`src/rtl/sfifo_pkg.sv`:
```
// Shared constants and width helpers for the parameterised synchronous FIFO.
// Imported by the storage array and the control block.
package sfifo_pkg;

  localparam int DEF_DATA_WIDTH = 8;
  localparam int DEF_DEPTH      = 8;

  function automatic int ptr_w(input int depth);
    return (depth > 1) ? $clog2(depth) : 1;
  endfunction

  function automatic int cnt_w(input int depth);
    return $clog2(depth) + 1;
  endfunction

  function automatic bit is_pow2(input int v);
    return (v > 0) && ((v & (v - 1)) == 0);
  endfunction

endpackage

```
`src/rtl/sfifo_mem.sv`:
```
// FIFO storage: one write port and one registered read port.
// The array itself is never reset; only the read register is.
module sfifo_mem
  import sfifo_pkg::*;
#(
  parameter int DATA_WIDTH = DEF_DATA_WIDTH,
  parameter int DEPTH      = DEF_DEPTH
) (
  input  logic                      clk,
  input  logic                      rst_n,
  input  logic                      we,
  input  logic [ptr_w(DEPTH)-1:0]   waddr,
  input  logic [DATA_WIDTH-1:0]     wdata,
  input  logic                      re,
  input  logic [ptr_w(DEPTH)-1:0]   raddr,
  output logic [DATA_WIDTH-1:0]     rdata
);

  logic [DATA_WIDTH-1:0] mem_q [DEPTH];
  logic [DATA_WIDTH-1:0] rdata_d;
  logic [DATA_WIDTH-1:0] rdata_q;

  always_ff @(posedge clk) begin
    if (we) begin
      mem_q[waddr] <= wdata;
    end
  end

  // Holds the last read value whenever no read is accepted.
  always_comb begin
    rdata_d = rdata_q;
    if (re) begin
      rdata_d = mem_q[raddr];
    end
  end

  always_ff @(posedge clk or negedge rst_n) begin
    if (!rst_n) begin
      rdata_q <= '0;
    end else begin
      rdata_q <= rdata_d;
    end
  end

  assign rdata = rdata_q;

endmodule

```
`src/rtl/sfifo_param.sv`:
```
// Synchronous FIFO control: pointers, occupancy counter, status flags
// and one-cycle overflow/underflow pulses around the sfifo_mem array.
module sfifo_param
  import sfifo_pkg::*;
#(
  parameter int DATA_WIDTH    = DEF_DATA_WIDTH,
  parameter int DEPTH         = DEF_DEPTH,
  parameter int AFULL_THRESH  = DEPTH - 2,
  parameter int AEMPTY_THRESH = 2
) (
  input  logic                      clk,
  input  logic                      reset,
  input  logic                      write_enable,
  input  logic                      read_enable,
  input  logic [DATA_WIDTH-1:0]     data_in,
  output logic [DATA_WIDTH-1:0]     data_out,
  output logic                      data_valid,
  output logic                      full,
  output logic                      empty,
  output logic                      almost_full,
  output logic                      almost_empty,
  output logic [cnt_w(DEPTH)-1:0]   count,
  output logic                      overflow,
  output logic                      underflow
);

  localparam int PW = ptr_w(DEPTH);
  localparam int CW = cnt_w(DEPTH);

  if (!is_pow2(DEPTH) || DEPTH < 2) begin : g_bad_depth
    $error("sfifo_param: DEPTH must be a power of two >= 2");
  end
  if (DATA_WIDTH < 1) begin : g_bad_width
    $error("sfifo_param: DATA_WIDTH must be >= 1");
  end
  if (AFULL_THRESH < 0 || AFULL_THRESH > DEPTH) begin : g_bad_afull
    $error("sfifo_param: AFULL_THRESH out of range");
  end
  if (AEMPTY_THRESH < 0 || AEMPTY_THRESH > DEPTH) begin : g_bad_aempty
    $error("sfifo_param: AEMPTY_THRESH out of range");
  end

  logic [PW-1:0] wr_ptr_d, wr_ptr_q;
  logic [PW-1:0] rd_ptr_d, rd_ptr_q;
  logic [CW-1:0] count_d, count_q;
  logic          valid_d, valid_q;
  logic          ovf_d, ovf_q;
  logic          udf_d, udf_q;
  logic          rd_acc;
  logic          wr_acc;

  // A full FIFO still takes a write when a read frees the slot this cycle.
  assign rd_acc = read_enable && !empty;
  assign wr_acc = write_enable && (!full || rd_acc);

  always_comb begin
    wr_ptr_d = wr_ptr_q;
    rd_ptr_d = rd_ptr_q;
    count_d  = count_q;
    valid_d  = rd_acc;
    ovf_d    = write_enable && !wr_acc;
    udf_d    = read_enable && !rd_acc;
    if (wr_acc) begin
      wr_ptr_d = wr_ptr_q + PW'(1);
    end
    if (rd_acc) begin
      rd_ptr_d = rd_ptr_q + PW'(1);
    end
    unique case ({wr_acc, rd_acc})
      2'b10:   count_d = count_q + CW'(1);
      2'b01:   count_d = count_q - CW'(1);
      default: count_d = count_q;
    endcase
  end

  always_ff @(posedge clk or negedge reset) begin
    if (!reset) begin
      wr_ptr_q <= '0;
      rd_ptr_q <= '0;
      count_q  <= '0;
      valid_q  <= 1'b0;
      ovf_q    <= 1'b0;
      udf_q    <= 1'b0;
    end else begin
      wr_ptr_q <= wr_ptr_d;
      rd_ptr_q <= rd_ptr_d;
      count_q  <= count_d;
      valid_q  <= valid_d;
      ovf_q    <= ovf_d;
      udf_q    <= udf_d;
    end
  end

  sfifo_mem #(
    .DATA_WIDTH (DATA_WIDTH),
    .DEPTH      (DEPTH)
  ) u_mem (
    .clk   (clk),
    .rst_n (reset),
    .we    (wr_acc),
    .waddr (wr_ptr_q),
    .wdata (data_in),
    .re    (rd_acc),
    .raddr (rd_ptr_q),
    .rdata (data_out)
  );

  assign full         = (count_q == CW'(DEPTH));
  assign empty        = (count_q == '0);
  assign almost_full  = (count_q >= CW'(AFULL_THRESH));
  assign almost_empty = (count_q <= CW'(AEMPTY_THRESH));
  assign count        = count_q;
  assign data_valid   = valid_q;
  assign overflow     = ovf_q;
  assign underflow    = udf_q;

endmodule

```
`config.mk`:
```
export PLATFORM = sky130hd
export DESIGN_NAME = sfifo_param
export DESIGN_NICKNAME = d
export VERILOG_FILES = /design/src/rtl/sfifo_pkg.sv /design/src/rtl/sfifo_mem.sv /design/src/rtl/sfifo_param.sv
export SDC_FILE = /design/constraint.sdc
export NUM_CORES = 1
export LEC_CHECK = 0
export CAP_MARGIN = 30
export CORE_MARGIN = 2
export CORE_UTILIZATION = 57
export DETAILED_ROUTE_END_ITERATION = 12
export MAX_ROUTING_LAYER = met4
export PLACE_DENSITY = 0.83
export SLEW_MARGIN = 25
export SYNTH_ARGS = -nofsm -noshare
export SYNTH_HDL_FRONTEND = slang
export SYNTH_SLANG_ARGS = --single-unit
```
`constraint.sdc`:
```
create_clock -name clk -period 3 [get_ports clk]
set_input_delay 0.3 -clock clk [delete_from_list [all_inputs] [get_ports clk]]
set_output_delay 0.3 -clock clk [all_outputs]
set_load 0.03 [all_outputs]
```
# Yosys cells after proc, flatten, opt, wreduce, memory -nomap -nowiden
# Memory sizes are Yosys's and may differ from the RTL's. A register that Yosys moved wholly into a read port is not among the register bits.
# Cells that the tools add are included.
totals:
  memories: 1
  output_inout_bits: 19
  ram_bits: 64
  elab_cells: 31
  register_bits: 13
  latchBits: 0
  mem_bits_ro: 0
op_classes:
  eq_ne: 3
  n_div: 0
  bitwise: 0
  add_sub_neg: 4
  magnitude_cmp: 2
  mul: 0
  muxes: 3
  shift: 0
  reduce_logical: 12
memory_table:
  columns: ["name", "words", "width", "read_ports", "rd_ports_with_merged_regs", "write_ports", "line", "text"]
  rows:
  - ["u_mem.mem_q", 8, 8, 1, 1, 1, "sfifo_mem.sv:19", "logic [DATA_WIDTH-1:0] mem_q [DEPTH];"]
ops:
  columns: ["op", "count"]
  rows:
  - ["$pmux 4 s2", 1]
  - ["$add 3x1->3 const B", 2]
  - ["$logic_not 1->1", 5]
  - ["$add 4x1->4 const B", 1]
  - ["$eq 4x4->1 const B", 1]
  - ["$ge 4x3->1 const B", 1]
  - ["$le 4x2->1 const B", 1]
  - ["$logic_and 1x1->1", 4]
  - ["$logic_not 4->1", 1]
  - ["$sub 4x1->4 const B", 1]
  - ["$eq 2x1->1 const B", 1]
  - ["$eq 2x2->1 const B", 1]
  - ["$mux 1", 2]
  - ["$reduce_bool 2->1", 1]
  - ["$logic_or 1x1->1", 1]

# Logic depth before layout (Yosys ltp)
# Gate-level depths: netlist of the first run.
logic_depth:
  ltp_word: 7
  mapped_depth: 9
  mapped_depth_nobuf: 8

# Modules after synthesis
# A second synthesis of the first run with hierarchy kept.
hier_totals:
  hier_cells: 232
  area_unflattened_um2: 3568.4
by_module_without_submodules:
  columns: ["module", "area_each_um2", "seq_area_each_um2", "cells_per_inst", "instances"]
  rows:
  - ["sfifo_mem", 2861.5, 2122.0, 169, 1]
  - ["sfifo_param", 706.9, 325.3, 63, 1]

# Worst setup path before layout of the first run
# OpenSTA, ideal clock, no wires.
synth_timing:
  path_kind: "flip-flop to flip-flop"
  start: "register count_q[3] (netlist: count[3])"
  end: "register count_q[3] (netlist: count[3])"
  path_stages_with_launch: 10
  setup_slack_ns: 0.734
  period_less_slack_ns: 2.266
  setup_time_ns: 0.079
  required_ns: 2.921
  arrival_time_ns: 2.186
  path_cell_list: "dfrtp_1 -> buf_2 -> o41ai_2 -> or2_2 -> inv_1 -> ha_1 -> a21o_1 -> a21oi_1 -> mux2i_1 -> xor2_1"
synth_via:
  elab_chain_len: 7
synth_lines:
  columns: ["item", "line", "text"]
  rows:
  - ["start, declared", "sfifo_param.sv:45", "logic [CW-1:0] count_d, count_q;"]
  - ["start signal, assigned", "sfifo_param.sv:87", "count_q <= count_d;"]
  - ["$logic_not 4->1", "sfifo_param.sv:109", "assign empty = (count_q == '0);"]
  - ["$logic_not 1->1", "sfifo_param.sv:53", "assign rd_acc = read_enable && !empty;"]
  - ["$logic_and 1x1->1", "sfifo_param.sv:53", null]
  - ["$logic_or 1x1->1", "sfifo_param.sv:54", "assign wr_acc = write_enable && (!full || rd_acc);"]
  - ["$logic_and 1x1->1", "sfifo_param.sv:54", null]
  - ["$eq 2x1->1 or $eq 2x2->1 (tied branches)", "sfifo_param.sv:69", "unique case ({wr_acc, rd_acc})"]
  - ["$pmux 4 s2 or $reduce_bool 2->1 (tied branches)", null, null]
# Parallel ways exist; a longest one is shown, timed or not.
# A chain may end at the register's enable or synchronous reset.

# Worst setup path in the final report of the first run
layout_timing:
  start: "register count_q[2] (netlist: count[2])"
  end: "output full"
layout_via:
  elab_chain_len: 1
layout_lines:
  columns: ["item", "line", "text"]
  rows:
  - ["$eq 4x4->1", "sfifo_param.sv:108", "assign full = (count_q == CW'(DEPTH));"]
  - ["end, declared", "sfifo_param.sv:18", "output logic full,"]
# No other way between the ends.

==> qor.yml, run 1 <==
setup_path:
  critical_path_class: "reg -> out"
  cp_slowest_cell: "clkdlybuf4s50_1"
  r2r_setup_slack_ps: 700
  r2r-end: "count[3]"
  cp-end-kind: "primary output"
  worstPathRequired_ps: 2700
  crit_chain: "or4b_4 -> inv_1 -> clkdlybuf4s50_1"
  cp_max_fo: 9
  worstPathArrival_ps: 2230
  ff2ff_path_depth: 8
  r2r-start: "count[2]"
  crit_path_max_incr_delay_ps: 660
  crit_path_start_kind: "register"
layout:
  layout_commonest_cell: "edfxtp_1"
  final_cell_mix: "edfxtp_1, clkdlybuf4s50_1, dfrtp_1, nand2_1, mux2i_1"
  synthToLayoutAreaGrowth_pct: 17.59
  n_antenna_cell: 0
  drive_above_1_share_pct: 18.66
  fin_nets: 280
global_routing:
  grt_antenna_before_repair: 0
  grt_pass1_wl_mm: 9.225
  grt_pass1_vias: 1832
  overflow: 0
  grt_usage_pct: 19.73
  grt_max_degree: 22
drt:
  wl_mm: 5.960
  drt-initial-drc-count: 182
  antenna_left: 0
  drc_errors: 0
  vias: 1909
  drt_first_pass_iters: 4
  routedWlPerCell_um: 17.38
  vias_per_cell: 5.566
synthesis:
  synth_top_cell_area_share_pct: 54.68
  netlist_area_um2: 3515
  synth_seq_area_share_pct: 69.63
  synth_nets: 239
  ys_ff_latch: 85
  async_flop_share_pct: 24.71
  synth_area_leader_cell: "edfxtp_1"
  ys.flop_type: "edfxtp_1"
  netlist_instances: 222
  synth-warning-count: 0
  synth_cell_types: 39
  syn_avg_cell_area_um2: 15.83
  synth_edf_count: 64
  yosys-top-cells-area: "edfxtp_1, dfrtp_1, mux2i_1"
sta:
  grt_setup_unrepaired: "no"
  worstMarginPinSlew_ps: 815.3
  fmax_ghz: 0.3956
  period_needed_ps: 2528
  period_share_pct: 84.27
  setup_violations: 0
  fin_setup_tns_ps: 0
  slew-limit-headroom_pct: 45.65
  final_hold_viol_count: 0
  maxSlewViolCount: 0
  fin_skew_ps: 10.28
power:
  power_density_nw_per_um2: 989.3
  ir_drop_mv: 0.5612
  power_uw: 4089
  p_leak_uw: 0.001549
cts:
  clkTransAtPathRegs_ps: 90
  clock_latency_ps: 350
  cts_setup_buffers: 0
  htree_levels: 3
  numCtsBuffers: 9
  cts_tree: "done"
  cts_root_buffer: "clkbuf_8"
  clockBufferDepth: 2
  cts_resized: 0
  cts.sinks: 85
place:
  hpwl_mm: 4.046
  io_buffers: 30
  routabilityCongestion: 0.7432
floorplan:
  die_h_um: 82.53
  die_area_um2: 6810
  coreArea_um2: 5956
  placement_rows: 28
  chipWidth_um: 82.53
  initial_utilization_pct: 59.01
  num_io_pins: 31
job:
  cap_viol_max_count: 0
worst_hold_path:
  holdCritPathClass: "in -> async"
run_status:
  status: "finished, final reports clean"
## how the worst max path moves through the flow
stage / start / to / slack [ps] / cells past startpoint
after global placement: write_enable / count[3] / 650 / 8
after global routing: count[3] / full / 400 / 3
final: count[2] / full / 470 / 3
after CTS: count[3] / full / 450 / 3
after detailed placement: write_enable / count[3] / 580 / 8
after floorplan: count[3] / count[3] / 730 / 9
## power breakdown
group / total (uW) / switching [uW] / internal [uW]
registers: 1780 / 255 / 1530
clock network: 827 / 427 / 399
logic: 1480 / 774 / 703
total: 4090 / 1460 / 2630
## cells by family after synthesis
group	count (synthesis)	share of synthesized area, %
mux	35	10.68
flops	85	69.63
fa+ha+maj	5	1.994
compound gates	33	7.512
xor+xnor	8	1.994
buf+inv	16	2.599
simple gates	40	5.590
## cell type report
cell class / count / area [um2]
fillers: 414 / 1823
well taps: 75 / 93.84
clock buffers: 9 / 123.9
clock inverters: 7 / 81.33
multi-input cells: 121 / 987.2
flip-flops and latches: 85 / 2447
inverters: 5 / 18.77
repair buffers: 41 / 380.4
## sequential cells by signal, indices dropped and copies added (netlist names)
register     flops
data_valid       1
u_mem.mem_q     64
count            4
u_mem.rdata      8
wr_ptr_q         3
overflow         1
rd_ptr_q         3
underflow        1
## layer usage
metal	vias up	global-route usage (%)	share of wire [%]
li1	926	-	-
met1	918	26.99	46
met2	56	29.11	48
met3	9	3.261	4.4
met4	0	9.344	1.7
met5	-	-	0
## cells in the mapped netlist, types with 2 or more instances
cell type   n
xor2_1      2
ha_1        4
mux2_2     15
o21ai_1     8
a21o_1      2
edfxtp_1   64
nor3_1      4
nand2b_1    3
mux2i_1    18
buf_1       2
nand2_1    19
dfrtp_1    21
nor2_1      6
inv_1       4
nor4_1      2
a221o_1     8
buf_2       4
o22ai_1     8
buf_4       2
buf_6       2
xnor2_1     6
## per-stage QoR
stage / area, um2 / setup WS [ps] / hold WS, ps / instances / util, %
finish: 4133 / 472.0 / 428.0 / 343 / 69.39
global route: 4133 / 396.6 / 469.4 / 343 / 69.39
CTS: 4128 / 452.4 / 495.0 / 342 / 69.31
detailed placement: 3923 / 580.8 / 475.0 / 326 / 65.86
global placement: 3923 / 654.2 / 466.8 / 326 / 65.86
floorplan: 3515 / 734.3 / 4.409 / 222 / -
## critical path: cells and delay by family, from the launching register on
kind	cells	cell delay (ps)
buffers and inverters	2	730
and+or+nand+nor	1	630
DFF	1	510
## timing repair
action                                  CTS  global route
endpoints found under the setup margin    0             0
hold buffers                              0             1
endpoints found under the hold margin     0            21
No activity file was read; power rests on OpenSTA's default activity.
==> run 2, diff against run 1 <==
--- a/config.mk
+++ b/config.mk
@@ -7,10 +7,10 @@
 export LEC_CHECK = 0
 export CAP_MARGIN = 30
 export CORE_MARGIN = 2
-export CORE_UTILIZATION = 57
+export CORE_UTILIZATION = 51
 export DETAILED_ROUTE_END_ITERATION = 12
 export MAX_ROUTING_LAYER = met4
-export PLACE_DENSITY = 0.83
+export PLACE_DENSITY = 0.79
 export SLEW_MARGIN = 25
 export SYNTH_ARGS = -nofsm -noshare
 export SYNTH_HDL_FRONTEND = slang
==> constraint.sdc (replaced) <==
create_clock -name clk -period 2.2 [get_ports clk]
set_input_delay 0.22 -clock clk [delete_from_list [all_inputs] [get_ports clk]]
set_output_delay 0.22 -clock clk [all_outputs]
set_load 0.03 [all_outputs]
==> run 2 against run 1 <==
  * Cell count grew 3.2%
  * Largest power group unchanged
  * Hold slack worse by 210 ps
  * Clock-buffer cell count did not move
  * Critical endpoint is now count[3]
  * Die area grew 11%
==> qor.yml, run 2 (synthesized netlist as in run 1, its figures left out) <==
run_status:
  status: "finished, final reports clean"
global_routing:
  use_met1_pct: 22.72  # -4.3 points
  grt_pass1_vias: 1910  # +4.3%
  grt_usage_pct: 18.38  # -1.4 points
  grt_max_degree: 35  # +59%
  grt_antenna_before_repair: 0  # unchanged
  top_usage_layer: "met2"
  grt_pass1_wl_mm: 9.770  # +5.9%
  grtUsageMet3_pct: 4.929  # +1.7 points
  overflow: 0  # unchanged
  grt_util_met2_pct: 28.73  # -0.38 points
layout:
  regMostFlops: "u_mem.mem_q"
  fin_nets: 287  # +2.5%
  nFillCells: 495  # +20%
  largest_register_ffs: 64  # unchanged
  synthToLayoutAreaGrowth_pct: 19.08
  layout_commonest_cell: "edfxtp_1"
  n_antenna_cell: 0  # unchanged
  final_cell_mix: "edfxtp_1, clkdlybuf4s50_1, nand2_1, dfrtp_1, mux2i_1"
  drive_above_1_share_pct: 21.53  # +2.9 points
floorplan:
  chipWidth_um: 87.02  # +5.4%
  die_area_um2: 7572  # +11%
  die_h_um: 87.02  # +5.4%
  initial_utilization_pct: 52.31  # -6.7 points
  num_io_pins: 31  # unchanged
  coreArea_um2: 6719  # +13%
  placement_rows: 30  # +7.1%
setup_path:
  crit_path_start_kind: "register"
  r2r-start: "count[2]"
  cp_max_fo: 5  # -4
  cp-end-kind: "register"
  setup.worst_path.start: "count[2]"
  critical_path_class: "reg -> reg"
  ff2ff_path_depth: 8  # unchanged
  r2r-end: "count[3]"
  r2r_setup_slack_ps: 110  # -590 ps
  worstPathRequired_ps: 2460  # -240 ps
  worstPathArrival_ps: 2360  # +130 ps
power:
  power_density_nw_per_um2: 1319  # +33%
  p_leak_uw: 0.001593  # +2.8%
  ir_drop_mv: 0.5083  # -9.4%
cts:
  hold_buffers: 0  # unchanged
  clkTransAtPathRegs_ps: 90  # about the same
  cts_tree: "done"
  cts.sinks: 85  # unchanged
  clock_latency_ps: 340  # about the same
  numCtsBuffers: 9  # unchanged
  cts_root_buffer: "clkbuf_8"
  clockBufferDepth: 2  # unchanged
  htree_levels: 3  # unchanged
place:
  hpwl_mm: 4.114  # +1.7%
  routabilityCongestion: 0.7283  # -2.0%
  io_buffers: 30  # unchanged
  dp_slack_ps: -129.5  # -710.3 ps
drt:
  drc_errors: 0  # unchanged
  vias_per_cell: 5.559  # -0.11%
  routedWlPerCell_um: 17.44  # +0.37%
  antenna_left: 0  # unchanged
  wl_mm: 6.174  # +3.6%
  drt-initial-drc-count: 192  # +5.5%
  drt_first_pass_iters: 4  # unchanged
  vias: 1968  # +3.1%
sta:
  grt_setup_unrepaired: "yes"
  whs_ps: 216.1  # -212.0 ps
  period_needed_ps: 2092
  maxSlewViolCount: 0  # unchanged
  worstMarginPinSlew_ps: 777.6  # -37.72 ps
  setup_violations: 0  # unchanged
  final_hold_viol_count: 0  # unchanged
  period_share_pct: 95.10
  setup_slack_ps: 107.8  # -364.3 ps
  slew-limit-headroom_pct: 47.97  # +2.3 points
  fin_skew_ps: 8.873  # -1.411 ps
  fin_setup_tns_ps: 0  # unchanged
  fmax_ghz: 0.4780
job:
  cap_viol_max_count: 0  # unchanged
worst_hold_path:
  holdCritPathClass: "in -> async"
-- run 2: cell types whose count changed in the layout (fill, tap and decap cells not counted), moves of 2 or more --
| cell | before | now |
|---|---|---|
| buf_4 | 10 | 17 |
| clkdlybuf4s50_1 | 29 | 27 |
| clkinv_4 | 1 | 4 |
| dfrtp_1 | 21 | 19 |
| dfrtp_2 | 0 | 2 |
| dlygate4sd2_1 | 0 | 2 |
| inv_6 | 3 | 1 |
-- run 2: repair_timing --
| item | 4_1_cts | 5_1_grt |
|---|---|---|
| resized for setup | 2 | 1 |
| pin swaps | 0 | 1 |
| cloned | 0 | 0 |
| setup endpoints to repair | 2 | 2 |
| setup buffers | 0 | 1 |
-- run 2: worst max-delay path by stage --
stage | depth (start not counted) | slack (ps) | to
6_report | 8 | 110 | count[3]
5_1_grt | 8 | -70 | count[3]
4_1_cts | 3 | 10 | almost_empty
3_5_place_dp | 9 | -130 | count[3]
3_3_place_gp | 9 | -80 | count[3]
2_1_floorplan | 9 | 9 | count[3]
-- run 2: final cells by class --
cell class,count,area (um2),share of cell area (%)
well taps,80,100.1,2.392
clock inverters,6,48.80,1.166
multi-input cells,121,996.0,23.80
repair buffers,48,447.9,10.70
inverters,5,18.77,0.4484
clock buffers,9,123.9,2.960
flip-flops and latches,85,2450,58.54
-- run 2: power breakdown --
| part | switching, uW | total (uW) | internal, uW |
|---|---|---|---|
| clock | 542 | 955 | 413 |
| sequential | 249 | 2340 | 2090 |
| combinational | 1200 | 2220 | 1030 |
| total | 1990 | 5520 | 3530 |
-- run 2: critical path, stage by stage, from the launching register on --
cell	delay, ps
dfrtp_2	450
o41ai_4	370
or2_4	180
inv_1	60
ha_1	270
a21o_1	150
a21oi_1	170
mux2i_1	230
xor2_1	150
-- run 2: metal layers --
| layer | wire [um] | vias up |
|---|---|---|
| met3 | 176 | 8 |
| met2 | 3136 | 45 |
| met1 | 2782 | 976 |
| li1 | - | 939 |
| met5 | 0 | - |
| met4 | 78 | 0 |
-- run 2: metrics by stage --
stage	instances	instance area (um2)	power, uW	util, %
2_1_floorplan	222	3543	3874	-
3_3_place_gp	337	3998	4540	59.50
5_1_grt	354	4185	5829	62.29
4_1_cts	353	4175	5570	62.14
3_5_place_dp	338	4005	4626	59.61
6_report	354	4185	5521	62.29
==> run 3, diff against run 2 <==
--- a/config.mk
+++ b/config.mk
@@ -5,12 +5,12 @@
 export SDC_FILE = /design/constraint.sdc
 export NUM_CORES = 1
 export LEC_CHECK = 0
-export CAP_MARGIN = 30
 export CORE_MARGIN = 2
 export CORE_UTILIZATION = 51
 export DETAILED_ROUTE_END_ITERATION = 12
 export MAX_ROUTING_LAYER = met4
 export PLACE_DENSITY = 0.79
+export REMOVE_ABC_BUFFERS = 1
 export SLEW_MARGIN = 25
 export SYNTH_ARGS = -nofsm -noshare
 export SYNTH_HDL_FRONTEND = slang
==> run 3 against run 2 <==
  * Sequential power hardly changed
  * Clock power is 15% higher
  * Global-route usage is 0.23 points higher
  * Combinational power is 2% higher
  * Clock-buffer cell count is 1 higher
  * Sequential share of layout area is 0.52 points lower
  * Critical path depth is 4 lower
  * Clock skew is 7.0 ps higher
  * Core utilization is 0.56 points higher
  * Largest power group unchanged
  * Total power is 2.8% higher
  * Register-to-register slack worse by 20 ps
  * Hold slack worse by 15 ps
==> qor.yml, run 3 (synthesized netlist as in run 1, its figures left out) <==
run_status:
  status: "finished, final reports clean"
sta:
  fin_skew_ps: 15.84  # +6.965 ps
  final_hold_viol_count: 0  # unchanged
  grt_setup_unrepaired: "no"
  fmax_ghz: 0.4738  # -0.86%
  setup_violations: 0  # unchanged
  period_needed_ps: 2110  # +18.17 ps
  worstMarginPinSlew_ps: 889.4  # +111.9 ps
  slew-limit-headroom_pct: 40.48  # -7.5 points
  period_share_pct: 95.93  # +0.83 points
  maxSlewViolCount: 0  # unchanged
cts:
  htree_levels: 3  # unchanged
  clockBufferDepth: 2  # unchanged
  clock_latency_ps: 360  # +20 ps
  cts_root_buffer: "clkbuf_8"
  numCtsBuffers: 9  # unchanged
  cts_tree: "done"
  clkTransAtPathRegs_ps: 100  # about the same
  cts.sinks: 85  # unchanged
global_routing:
  grt_pass1_vias: 1932  # +1.2%
  grt_max_degree: 29  # -17%
  grt_pass1_wl_mm: 9.853  # +0.85%
  grt_antenna_before_repair: 0  # unchanged
  overflow: 0  # unchanged
  grt_usage_pct: 18.61  # +0.23 points
worst_hold_path:
  holdCritPathClass: "in -> async"
setup_path:
  crit_path_max_incr_delay_ps: 520  # +70 ps
  r2r-end: "count[3]"
  cp_max_fo: 5  # unchanged
  r2r-start: "count[0]"
  r2r_setup_slack_ps: 90  # -20 ps
  setup.worst_path.start: "count[0]"
  crit_chain: "buf_4 -> or4b_4 -> inv_1 -> clkdlybuf4s15_1"
  cp_slowest_cell: "or4b_4"
  cp-end-kind: "primary output"
  crit_path_start_kind: "register"
  worstPathArrival_ps: 1890  # -470 ps
  critical_path_class: "reg -> out"
  ff2ff_path_depth: 8  # unchanged
  worstPathRequired_ps: 1980  # -480 ps
layout:
  n_antenna_cell: 0  # unchanged
  final_cells: 357  # +0.85%
  layout_commonest_cell: "edfxtp_1"
  regMostFlops: "u_mem.mem_q"
  final_area_um2: 4223  # +0.90%
  drive_above_1_share_pct: 22.74  # +1.2 points
  final_cell_mix: "edfxtp_1, clkdlybuf4s50_1, buf_4, nand2_1, dfrtp_1"
  largest_register_ffs: 64  # unchanged
  fin_nets: 289  # +0.70%
  synthToLayoutAreaGrowth_pct: 20.15
drt:
  vias_per_cell: 5.549  # -0.19%
  vias: 1981  # +0.66%
  drt-initial-drc-count: 126  # -34%
  antenna_left: 0  # unchanged
  wl_mm: 6.342  # +2.7%
  drt_first_pass_iters: 4  # unchanged
  drc_errors: 0  # unchanged
  routedWlPerCell_um: 17.76  # +1.9%
job:
  cap_viol_max_count: 0  # unchanged
place:
  hpwl_mm: 4.080  # -0.83%
  routabilityCongestion: 0.8136  # +12%
  placed_area_um2: 3989  # -0.41%
  io_buffers: 30  # unchanged
  place_inst: 339  # +0.30%
power:
  ir_drop_mv: 0.5120  # +0.72%
  power_uw: 5675  # +2.8%
  power_density_nw_per_um2: 1344  # +1.9%
  p_leak_uw: 0.001582  # -0.66%
floorplan:
  chipWidth_um: 87.02  # unchanged
  coreArea_um2: 6719  # unchanged
  initial_utilization_pct: 52.31  # unchanged
  die_h_um: 87.02  # unchanged
  num_io_pins: 31  # unchanged
  placement_rows: 30  # unchanged
  die_area_um2: 7572  # unchanged
[run 3: through the flow]
step | util, % | setup slack (ps) | hold WS, ps | setup TNS, ps
global route | 62.85 | 13.71 | 230.2 | 0
global placement | 59.37 | -13.03 | 465.9 | -13.03
detailed placement | 59.37 | -169.0 | 475.1 | -169.0
CTS | 62.29 | 3.168 | 201.6 | 0
floorplan | - | -882.5 | -75.59 | -1959
finish | 62.85 | 89.58 | 200.7 | 0
[run 3: repair_timing]
item | CTS | global route
hold buffers | 0 | 0
setup buffers | 0 | 2
pin swaps | 0 | 6
setup endpoints to repair | 2 | 1
resized for setup | 2 | 7
[run 3: critical path, delay by kind of cell, from the launching register on]
kind                   cells  cell delay (ps)
buffers and inverters      3              580
and+or+nand+nor            1              520
DFF                        1              450
[run 3: per-layer routing]
metal	vias up	global-route usage [%]	part of all wire, %
met1	981	22.34	43
met5	-	-	0
met2	51	30.53	52
met4	0	7.670	1.5
met3	8	4.076	3.8
li1	941	-	-
[run 3: layout make-up]
class	instances	area [um2]
well taps	80	100.1
clock buffers	10	127.6
fillers	495	2496
clock inverters	6	71.32
repair buffers	50	449.2
flip-flops and latches	85	2450
multi-input cells	121	1006
inverters	5	18.77
[run 3: worst max-delay path by stage]
stage	cells after the start	slack (ps)	endpoint
after CTS	8	3	count[3]
final	4	90	full
after global routing	8	10	count[3]
after detailed placement	9	-170	count[3]
after global placement	9	-10	count[3]
after floorplan	8	-880	count[3]
[run 3: report_power, final]
part / internal, uW / total (uW) / switching, uW
Sequential: 2090 / 2310 / 220
Combinational: 1040 / 2270 / 1220
Clock: 535 / 1100 / 562
Total: 3670 / 5670 / 2010
